===== src/rtl/gmii_tx_framer.sv =====
// gmii_tx_framer: turns a valid/ready/last byte stream into GMII transmit
// frames (preamble, SFD, payload, optional pad, CRC-32 FCS, inter-frame gap).
// An underrun or oversize payload ends the frame with one tx_er_o byte and an
// abort_o pulse, and the rest of the payload is then drained until last_i.
// Optional feature: define GMII_TX_FRAMER_PAD_EN to zero-pad short frames to
// 60 payload bytes, with the pad bytes included in the CRC.
module gmii_tx_framer #(
    parameter int ifg_cycles_p  = 12,
    parameter int max_payload_p = 1514
) (
    input  logic       clk_i,
    input  logic       reset_n_i,
    input  logic [7:0] data_i,
    input  logic       valid_i,
    input  logic       last_i,
    output logic       ready_o,
    output logic [7:0] txd_o,
    output logic       tx_en_o,
    output logic       tx_er_o,
    output logic       done_o,
    output logic       abort_o
);

    localparam logic [10:0] MaxPayload = 11'(max_payload_p);
    localparam logic [7:0]  IfgLast    = 8'(ifg_cycles_p - 1);
    localparam logic [31:0] CrcPoly    = 32'hEDB88320;
    localparam logic [31:0] CrcSeed    = 32'hFFFFFFFF;
`ifdef GMII_TX_FRAMER_PAD_EN
    localparam logic [10:0] MinPayload = 11'd60;
`endif

    typedef enum logic [2:0] {
        ST_IDLE,
        ST_PREAMBLE,
        ST_SFD,
        ST_DATA,
`ifdef GMII_TX_FRAMER_PAD_EN
        ST_PAD,
`endif
        ST_FCS,
        ST_DRAIN,
        ST_IFG
    } state_t;

    state_t      r_state;
    logic [7:0]  r_txd;
    logic        r_tx_en;
    logic        r_tx_er;
    logic        r_done;
    logic        r_abort;
    logic [31:0] r_crc;
    logic [10:0] r_cnt;
    logic [2:0]  r_pre_cnt;
    logic [1:0]  r_fcs_cnt;
    logic [7:0]  r_ifg_cnt;

    logic        w_ready;
    logic        w_accept;
    logic        w_cnt_full;
    logic [10:0] w_cnt_inc;
    logic [7:0]  w_crc_byte;
    logic [31:0] w_crc_next;
    logic [31:0] w_fcs;
    logic [7:0]  w_fcs_byte;

    // One byte of the reflected CRC-32, LSB of the data byte first.
    function automatic logic [31:0] crc32_byte(input logic [31:0] crc,
                                               input logic [7:0]  data);
        logic [31:0] c;
        c = crc;
        for (int b = 0; b < 8; b++) begin
            c = {1'b0, c[31:1]} ^ ((c[0] ^ data[b]) ? CrcPoly : 32'h0);
        end
        return c;
    endfunction

    // The counter saturates; once it has reached the maximum payload the block
    // stops accepting in DATA so the oversize abort fires on the next cycle.
    assign w_cnt_full = (r_cnt >= MaxPayload);
    assign w_ready    = ((r_state == ST_DATA) && !w_cnt_full) || (r_state == ST_DRAIN);
    assign w_accept   = valid_i && w_ready;
    assign w_cnt_inc  = (r_cnt == 11'h7FF) ? r_cnt : (r_cnt + 11'd1);
    assign w_crc_byte = (r_state == ST_DATA) ? data_i : 8'h00;
    assign w_crc_next = crc32_byte(r_crc, w_crc_byte);
    assign w_fcs      = ~r_crc;

    // Select the FCS byte to send, least-significant byte first.
    always_comb begin
        w_fcs_byte = w_fcs[7:0];
        case (r_fcs_cnt)
            2'd0:    w_fcs_byte = w_fcs[7:0];
            2'd1:    w_fcs_byte = w_fcs[15:8];
            2'd2:    w_fcs_byte = w_fcs[23:16];
            default: w_fcs_byte = w_fcs[31:24];
        endcase
    end

    // Framing state machine with registered GMII outputs and status pulses.
    always_ff @(posedge clk_i or negedge reset_n_i) begin
        if (!reset_n_i) begin
            r_state   <= ST_IDLE;
            r_txd     <= 8'h00;
            r_tx_en   <= 1'b0;
            r_tx_er   <= 1'b0;
            r_done    <= 1'b0;
            r_abort   <= 1'b0;
            r_crc     <= CrcSeed;
            r_cnt     <= 11'd0;
            r_pre_cnt <= 3'd0;
            r_fcs_cnt <= 2'd0;
            r_ifg_cnt <= 8'd0;
        end else begin
            r_txd   <= 8'h00;
            r_tx_en <= 1'b0;
            r_tx_er <= 1'b0;
            r_done  <= 1'b0;
            r_abort <= 1'b0;
            case (r_state)
                ST_IDLE: begin
                    r_crc <= CrcSeed;
                    r_cnt <= 11'd0;
                    // The waiting byte only starts the preamble; it is taken later in DATA.
                    if (valid_i) begin
                        r_txd     <= 8'h55;
                        r_tx_en   <= 1'b1;
                        r_pre_cnt <= 3'd1;
                        r_state   <= ST_PREAMBLE;
                    end
                end
                ST_PREAMBLE: begin
                    r_txd     <= 8'h55;
                    r_tx_en   <= 1'b1;
                    r_pre_cnt <= r_pre_cnt + 3'd1;
                    if (r_pre_cnt == 3'd6) begin
                        r_state <= ST_SFD;
                    end
                end
                ST_SFD: begin
                    r_txd   <= 8'hD5;
                    r_tx_en <= 1'b1;
                    r_state <= ST_DATA;
                end
                ST_DATA: begin
                    if (w_accept) begin
                        r_txd   <= data_i;
                        r_tx_en <= 1'b1;
                        r_crc   <= w_crc_next;
                        r_cnt   <= w_cnt_inc;
                        if (last_i) begin
                            r_fcs_cnt <= 2'd0;
`ifdef GMII_TX_FRAMER_PAD_EN
                            if (w_cnt_inc < MinPayload) begin
                                r_state <= ST_PAD;
                            end else begin
                                r_state <= ST_FCS;
                            end
`else
                            r_state <= ST_FCS;
`endif
                        end
                    end else begin
                        // Underrun, or payload already at its maximum without last_i.
                        r_txd   <= 8'h00;
                        r_tx_en <= 1'b1;
                        r_tx_er <= 1'b1;
                        r_abort <= 1'b1;
                        r_state <= ST_DRAIN;
                    end
                end
`ifdef GMII_TX_FRAMER_PAD_EN
                ST_PAD: begin
                    r_txd   <= 8'h00;
                    r_tx_en <= 1'b1;
                    r_crc   <= w_crc_next;
                    r_cnt   <= w_cnt_inc;
                    if (w_cnt_inc >= MinPayload) begin
                        r_state <= ST_FCS;
                    end
                end
`endif
                ST_FCS: begin
                    r_txd     <= w_fcs_byte;
                    r_tx_en   <= 1'b1;
                    r_fcs_cnt <= r_fcs_cnt + 2'd1;
                    if (r_fcs_cnt == 2'd3) begin
                        r_done    <= 1'b1;
                        r_ifg_cnt <= 8'd0;
                        r_state   <= ST_IFG;
                    end
                end
                ST_DRAIN: begin
                    if (w_accept && last_i) begin
                        r_ifg_cnt <= 8'd0;
                        r_state   <= ST_IFG;
                    end
                end
                ST_IFG: begin
                    // The cycle carrying the last FCS byte is the first IFG cycle,
                    // and the IDLE cycle that follows completes the idle gap.
                    if (r_ifg_cnt >= IfgLast) begin
                        r_state <= ST_IDLE;
                    end else begin
                        r_ifg_cnt <= r_ifg_cnt + 8'd1;
                    end
                end
                default: begin
                    r_state <= ST_IDLE;
                end
            endcase
        end
    end

    assign ready_o = w_ready;
    assign txd_o   = r_txd;
    assign tx_en_o = r_tx_en;
    assign tx_er_o = r_tx_er;
    assign done_o  = r_done;
    assign abort_o = r_abort;

endmodule


===== config.mk =====
export PLATFORM = sky130hd
export DESIGN_NAME = gmii_tx_framer
export DESIGN_NICKNAME = d
export VERILOG_FILES = /design/src/rtl/gmii_tx_framer.sv
export SDC_FILE = /design/constraint.sdc
export NUM_CORES = 1
export LEC_CHECK = 0
export BUFFER_PORTS_ARGS = -buffer_cell sky130_fd_sc_hd__buf_2
export CAP_MARGIN = 20
export CELL_PAD_IN_SITES_DETAIL_PLACEMENT = 1
export CELL_PAD_IN_SITES_GLOBAL_PLACEMENT = 1
export CORE_MARGIN = 5
export CORE_UTILIZATION = 46
export CTS_CLUSTER_SIZE = 8
export DETAILED_ROUTE_END_ITERATION = 6
export PLACE_DENSITY_LB_ADDON = 0.1
export SYNTH_ARGS = -nofsm -noshare
export SYNTH_HDL_FRONTEND = slang
export SYNTH_SLANG_ARGS = --single-unit

===== constraint.sdc =====
create_clock -name clk_i -period 2.6 [get_ports clk_i]
set_clock_uncertainty 0.05 [all_clocks]
set_input_delay 0.26 -clock clk_i [delete_from_list [all_inputs] [get_ports clk_i]]
set_output_delay 0.26 -clock clk_i [all_outputs]
set_load 0.02 [all_outputs]

# ---- After elaboration in Yosys (flattened, before gate mapping)
# Index checks and enable logic that the tools add are counted.
dict set report op_classes {
  magnitude_cmp 2
  n_bitwise 17
  n_addsub 4
  mul 0
  shift 0
  reduce_logical 18
  n_div 0
  muxes 40
  eq_ne 21
}
# op n
set ops {}
lappend ops {{$mux W32} 9}
lappend ops {{$xor A31 B32 Y32} 8}
lappend ops {{$pmux W32 S2} 1}
lappend ops {{$pmux W8 S3} 2}
lappend ops {{$mux W8} 5}
lappend ops {{$pmux W8 S5} 1}
lappend ops {{$not A32 Y32} 1}
lappend ops {{$mux W11} 2}
lappend ops {{$pmux W11 S2} 1}
lappend ops {{$mux W3} 7}
lappend ops {{$pmux W3 S7} 1}
lappend ops {{$ne A2 B2 Y1 const B} 8}
lappend ops {{$eq A3 B3 Y1 const B} 4}
lappend ops {{$add A11 B1 Y11 const B} 1}
lappend ops {{$eq A11 B11 Y1 const B} 1}
lappend ops {{$ge A11 B11 Y1 const B} 1}
lappend ops {{$add A8 B1 Y8 const B} 1}
lappend ops {{$ge A8 B4 Y1 const B} 1}
lappend ops {{$xor A1 B1 Y1} 8}
lappend ops {{$mux W7} 1}
lappend ops {{$eq A3 B2 Y1 const B} 2}
lappend ops {{$pmux W3 S2} 1}
lappend ops {{$reduce_and A3 Y1} 2}
lappend ops {{$reduce_and A6 Y1} 1}
lappend ops {{21 further kinds} 32}
dict set report word_totals {
  latchBits 0
  romBits 0
  n_memories 0
  elab_cells 112
  mem_bits_rw 0
  reg_bits 70
}

# ---- Depth between registers and ports, before layout
dict set report depth {
  ltp_word 28
  ltp_mapped 10
  depth_no_buf 8
}

# ---- Worst setup path before layout
# Ideal clock, no wire load.
dict set report synth_timing {
  kind {reg-to-output}
  start {register r_cnt[0]}
  end {output ready_o}
  arrival_time_ps 1769
  stages_incl_launch_ff 7
  path_slack_ps 521
  path_buffers 0
  required_ps 2290
  path_cell_list {dfrtp_1 -> inv_1 -> ha_1 -> o31a_1 -> o211ai_1 -> nand3b_1 -> a21boi_0}
}
dict set report synth_via {
  elab_chain_cells 4
}
# element line
set synth_rtl {}
lappend synth_rtl {{from (decl)} 52} ;# logic [10:0] r_cnt;
lappend synth_rtl {{from (signal assigned)} 148} ;# r_cnt <= w_cnt_inc;
lappend synth_rtl {{$ge A11 B11 Y1} 79} ;# assign w_cnt_full = (r_cnt >= MaxPayload);
lappend synth_rtl {{$logic_not A1 Y1} 80} ;# assign w_ready = ((r_state == ST_DATA) && !w_cnt_full) || (r_state == ST_DRAIN);
lappend synth_rtl {{$logic_and A1 B1 Y1} 80}
lappend synth_rtl {{$logic_or A1 B1 Y1} 80}
lappend synth_rtl {{to (decl)} 16} ;# output logic ready_o,
# Every way passes these cells.

# ---- Worst setup path after layout
# Ends and elaborated chain as after synthesis.

==> reports/metrics.cfg <==
[run_status]
status=complete, no violations

[floorplan]
fp.dieW_um=107
ios=25
die-area_um2=11400
die_h_um=107
coreArea_um2=9150
initial_utilization_pct=46.9
rows=35

[yosys]
yosysUniqueCellTypes=59
synthSimpleGateAreaFrac_pct=14.8
synthXorXnorAreaFrac_pct=20.6
synth_cells=434
yosys_warnings=0
synth_compound_area_share_pct=14.5
syn-num-nets=455
synth_edf_count=0
synth_ff_type=dfrtp_1
yosysSeqAreaShare_pct=41.7
synth_area_um2=4290
synth_top_family_by_area=XOR/XNOR gates
muxShareOfSynthArea_pct=0.495
syn_area_per_cell_um2=9.89
synth_fa_ha_area_share_pct=2.62
synth.ff_latch_count=70
async_flop_share_pct=100

[clocking]
clock-sinks=70
h-tree-depth=3
root_buffer=clkbuf_8
clockBufferDepth=2
cts-buffers-inserted=9
cts.clk_slew.worst_paths_ns=0.07
insertion_delay_ns=0.36
tritoncts=yes

[global_route]
first_global_vias=3569
antenna_found_initial=0
grt_overflow=0
grt_max_degree=45
globalRouteTotalUtil_pct=21.1
grt_pass1_wl_mm=18.5

[timing]
slew_headroom_pct=55.6
fmaxAchievable_mhz=414
finalSetupViolations=0
min_period_over_period_pct=92.9
tightest_slew_ns=0.662
min_period_ns=2.41
setup_tns_ns=0
finalMaxSlewViolations=0
rsz0062_at_grt=no
finalHoldViolCount=0

[cells_and_area]
fill_cells=1058
fin_cells=582
layout_common_cells=nor2_1, xnor2_1, dfrtp_1
syn2layout_area_growth_pct=11.5
antennaDiodeCount=0
nNetsFinal=487
drive_above_1_share_pct=22.1

[drt]
vias_per_cell=5.59
drt-total-wl_mm=11.1
first_pass_iters=4
drt-initial-drc-count=98
wl_per_cell_um=19.1
post-route-drc-count=0
vias=3254
ant_nets=0

[place]
gp_congestion=0.788
dp.cells=563
io_buffers=24
hpwl_mm=8.21

[worst_setup_path]
critical_path_class=reg -> out
crit_path_start_kind=flop
path_max_fanout=4
cp_data_required_time_ns=2.29
worstPathArrival_ns=2.10
cp-end-kind=output port

[power_and_ir_drop]
p_leak_uw=0.00207
power_density_nw_per_um2=1370
total_power_uw=6540
ir_drop_mv=0.495

[job]
timing.max_cap.violations=0

[min_path]
hp-class=in -> reg

==> synthesized netlist by cell type, types with 3 or more instances <==
library cell	number	area [um^2]
dfstp_2	32	841
nand3_1	6	30.0
xnor2_1	51	447
xnor2_2	4	65.1
a22o_1	3	26.3
ha_1	9	113
buf_6	4	45.0
inv_1	19	71.3
o22a_1	10	87.6
nor2b_1	3	18.8
a21oi_1	22	110
nor2_1	51	191
xor2_1	34	298
a31oi_1	5	31.3
nor3_1	4	20.0
buf_2	5	25.0
and3_1	6	37.5
a21boi_0	3	22.5
o31a_1	3	26.3
buf_4	3	22.5
clkbuf_1	10	37.5
a211oi_1	5	37.5
o22ai_1	12	75.1
nand4_1	6	37.5
nand2b_1	4	25.0
nand2_1	26	97.6
o21ai_0	13	65.1
and2_1	3	18.8
dfrtp_1	38	951
a221o_1	4	40.0
nand4b_1	3	26.3
==> metrics by stage <==
step	hold slack (ns)	setup WS, ns	util, %	area, um^2
finish	0.120	0.186	52.3	4780
global route	0.121	0.0242	52.3	4780
CTS	0.117	0.00750	52.1	4770
detailed placement	0.272	0.267	49.9	4570
global placement	0.265	0.374	49.9	4570
floorplan	-0.0856	0.521	-	4290
==> flip-flops by register name, summed over array words and instances, names as in the netlist <==
name and flops:
tx_en_o 1, r_pre_cnt 3, r_crc 32, r_ifg_cnt 8, r_cnt 11, abort_o 1, txd_o 8, r_fcs_cnt 2
r_state 3, done_o 1
==> path summary, 6_finish.rpt <==
| path | startpoint | endpoint | slack, ns | cells past startpoint |
|---|---|---|---|---|
| hold / removal | data_i[5] | txd_o[5]$_DFF_PN0_ | 0.12 | 3 |
| setup / recovery | r_cnt[0]$_DFFE_PN0P_ | ready_o | 0.19 | 8 |
| max in group asynchronous | reset_n_i | r_crc[12]$_DFFE_PN1P_ | 1.33 | 3 |
| setup reg to reg | r_cnt[0]$_DFFE_PN0P_ | r_crc[21]$_DFFE_PN1P_ | 0.22 | 10 |
| hold reg to reg | r_crc[16]$_DFFE_PN1P_ | r_crc[8]$_DFFE_PN1P_ | 0.45 | 2 |
| min in group asynchronous | reset_n_i | r_pre_cnt[2]$_DFFE_PN0P_ | 0.43 | 2 |
==> cell families after synthesis <==
logic type | after synthesis
adders and majority gates | 9
and+or+nand+nor | 125
muxes | 2
AOI/OAI and AO/OA | 92
buffers and inverters | 44
DFF | 70
xor gates and xnor gates | 92
==> routing by layer <==
metal,global-route usage [%],share of wire [%],vias up
met2,36.9,51,50
met5,0,0,-
met3,3.85,2.3,20
met1,25.5,44,1642
li1,-,-,1542
met4,8.58,2.4,0
==> critical path, stage by stage (launching register included) <==
cell and delay, ns:
dfrtp_1 0.40, inv_1 0.09, ha_1 0.19, o31a_1 0.27, o211ai_1 0.19, buf_4 0.16
nand3b_1 0.09, a21boi_1 0.17, buf_2 0.19
==> repair_timing <==
item / CTS / global route
gates resized for setup: 0 / 1
endpoints found under the hold margin: 16 / 0
endpoints found under the setup margin: 0 / 1
setup buffers: 0 / 2
hold buffers: 1 / 0
==> power breakdown <==
part | switching [uW] | leakage, uW | internal [uW]
clock | 417 | 0.0000964 | 467
combinational | 2100 | 0.00114 | 1720
sequential | 350 | 0.000834 | 1490
==> area by class of cell <==
class / count / area, um^2 / share of cell area, %
multi-input combinational: 320 / 2280 / 47.6
sequential: 70 / 1790 / 37.4
timing repair buffer: 46 / 313 / 6.54
clock buffer: 12 / 145 / 3.03
tap: 111 / 139 / 2.90
inverter: 19 / 71.3 / 1.49
clock inverter: 4 / 47.5 / 0.994
Power figures use the tool's default switching activity.
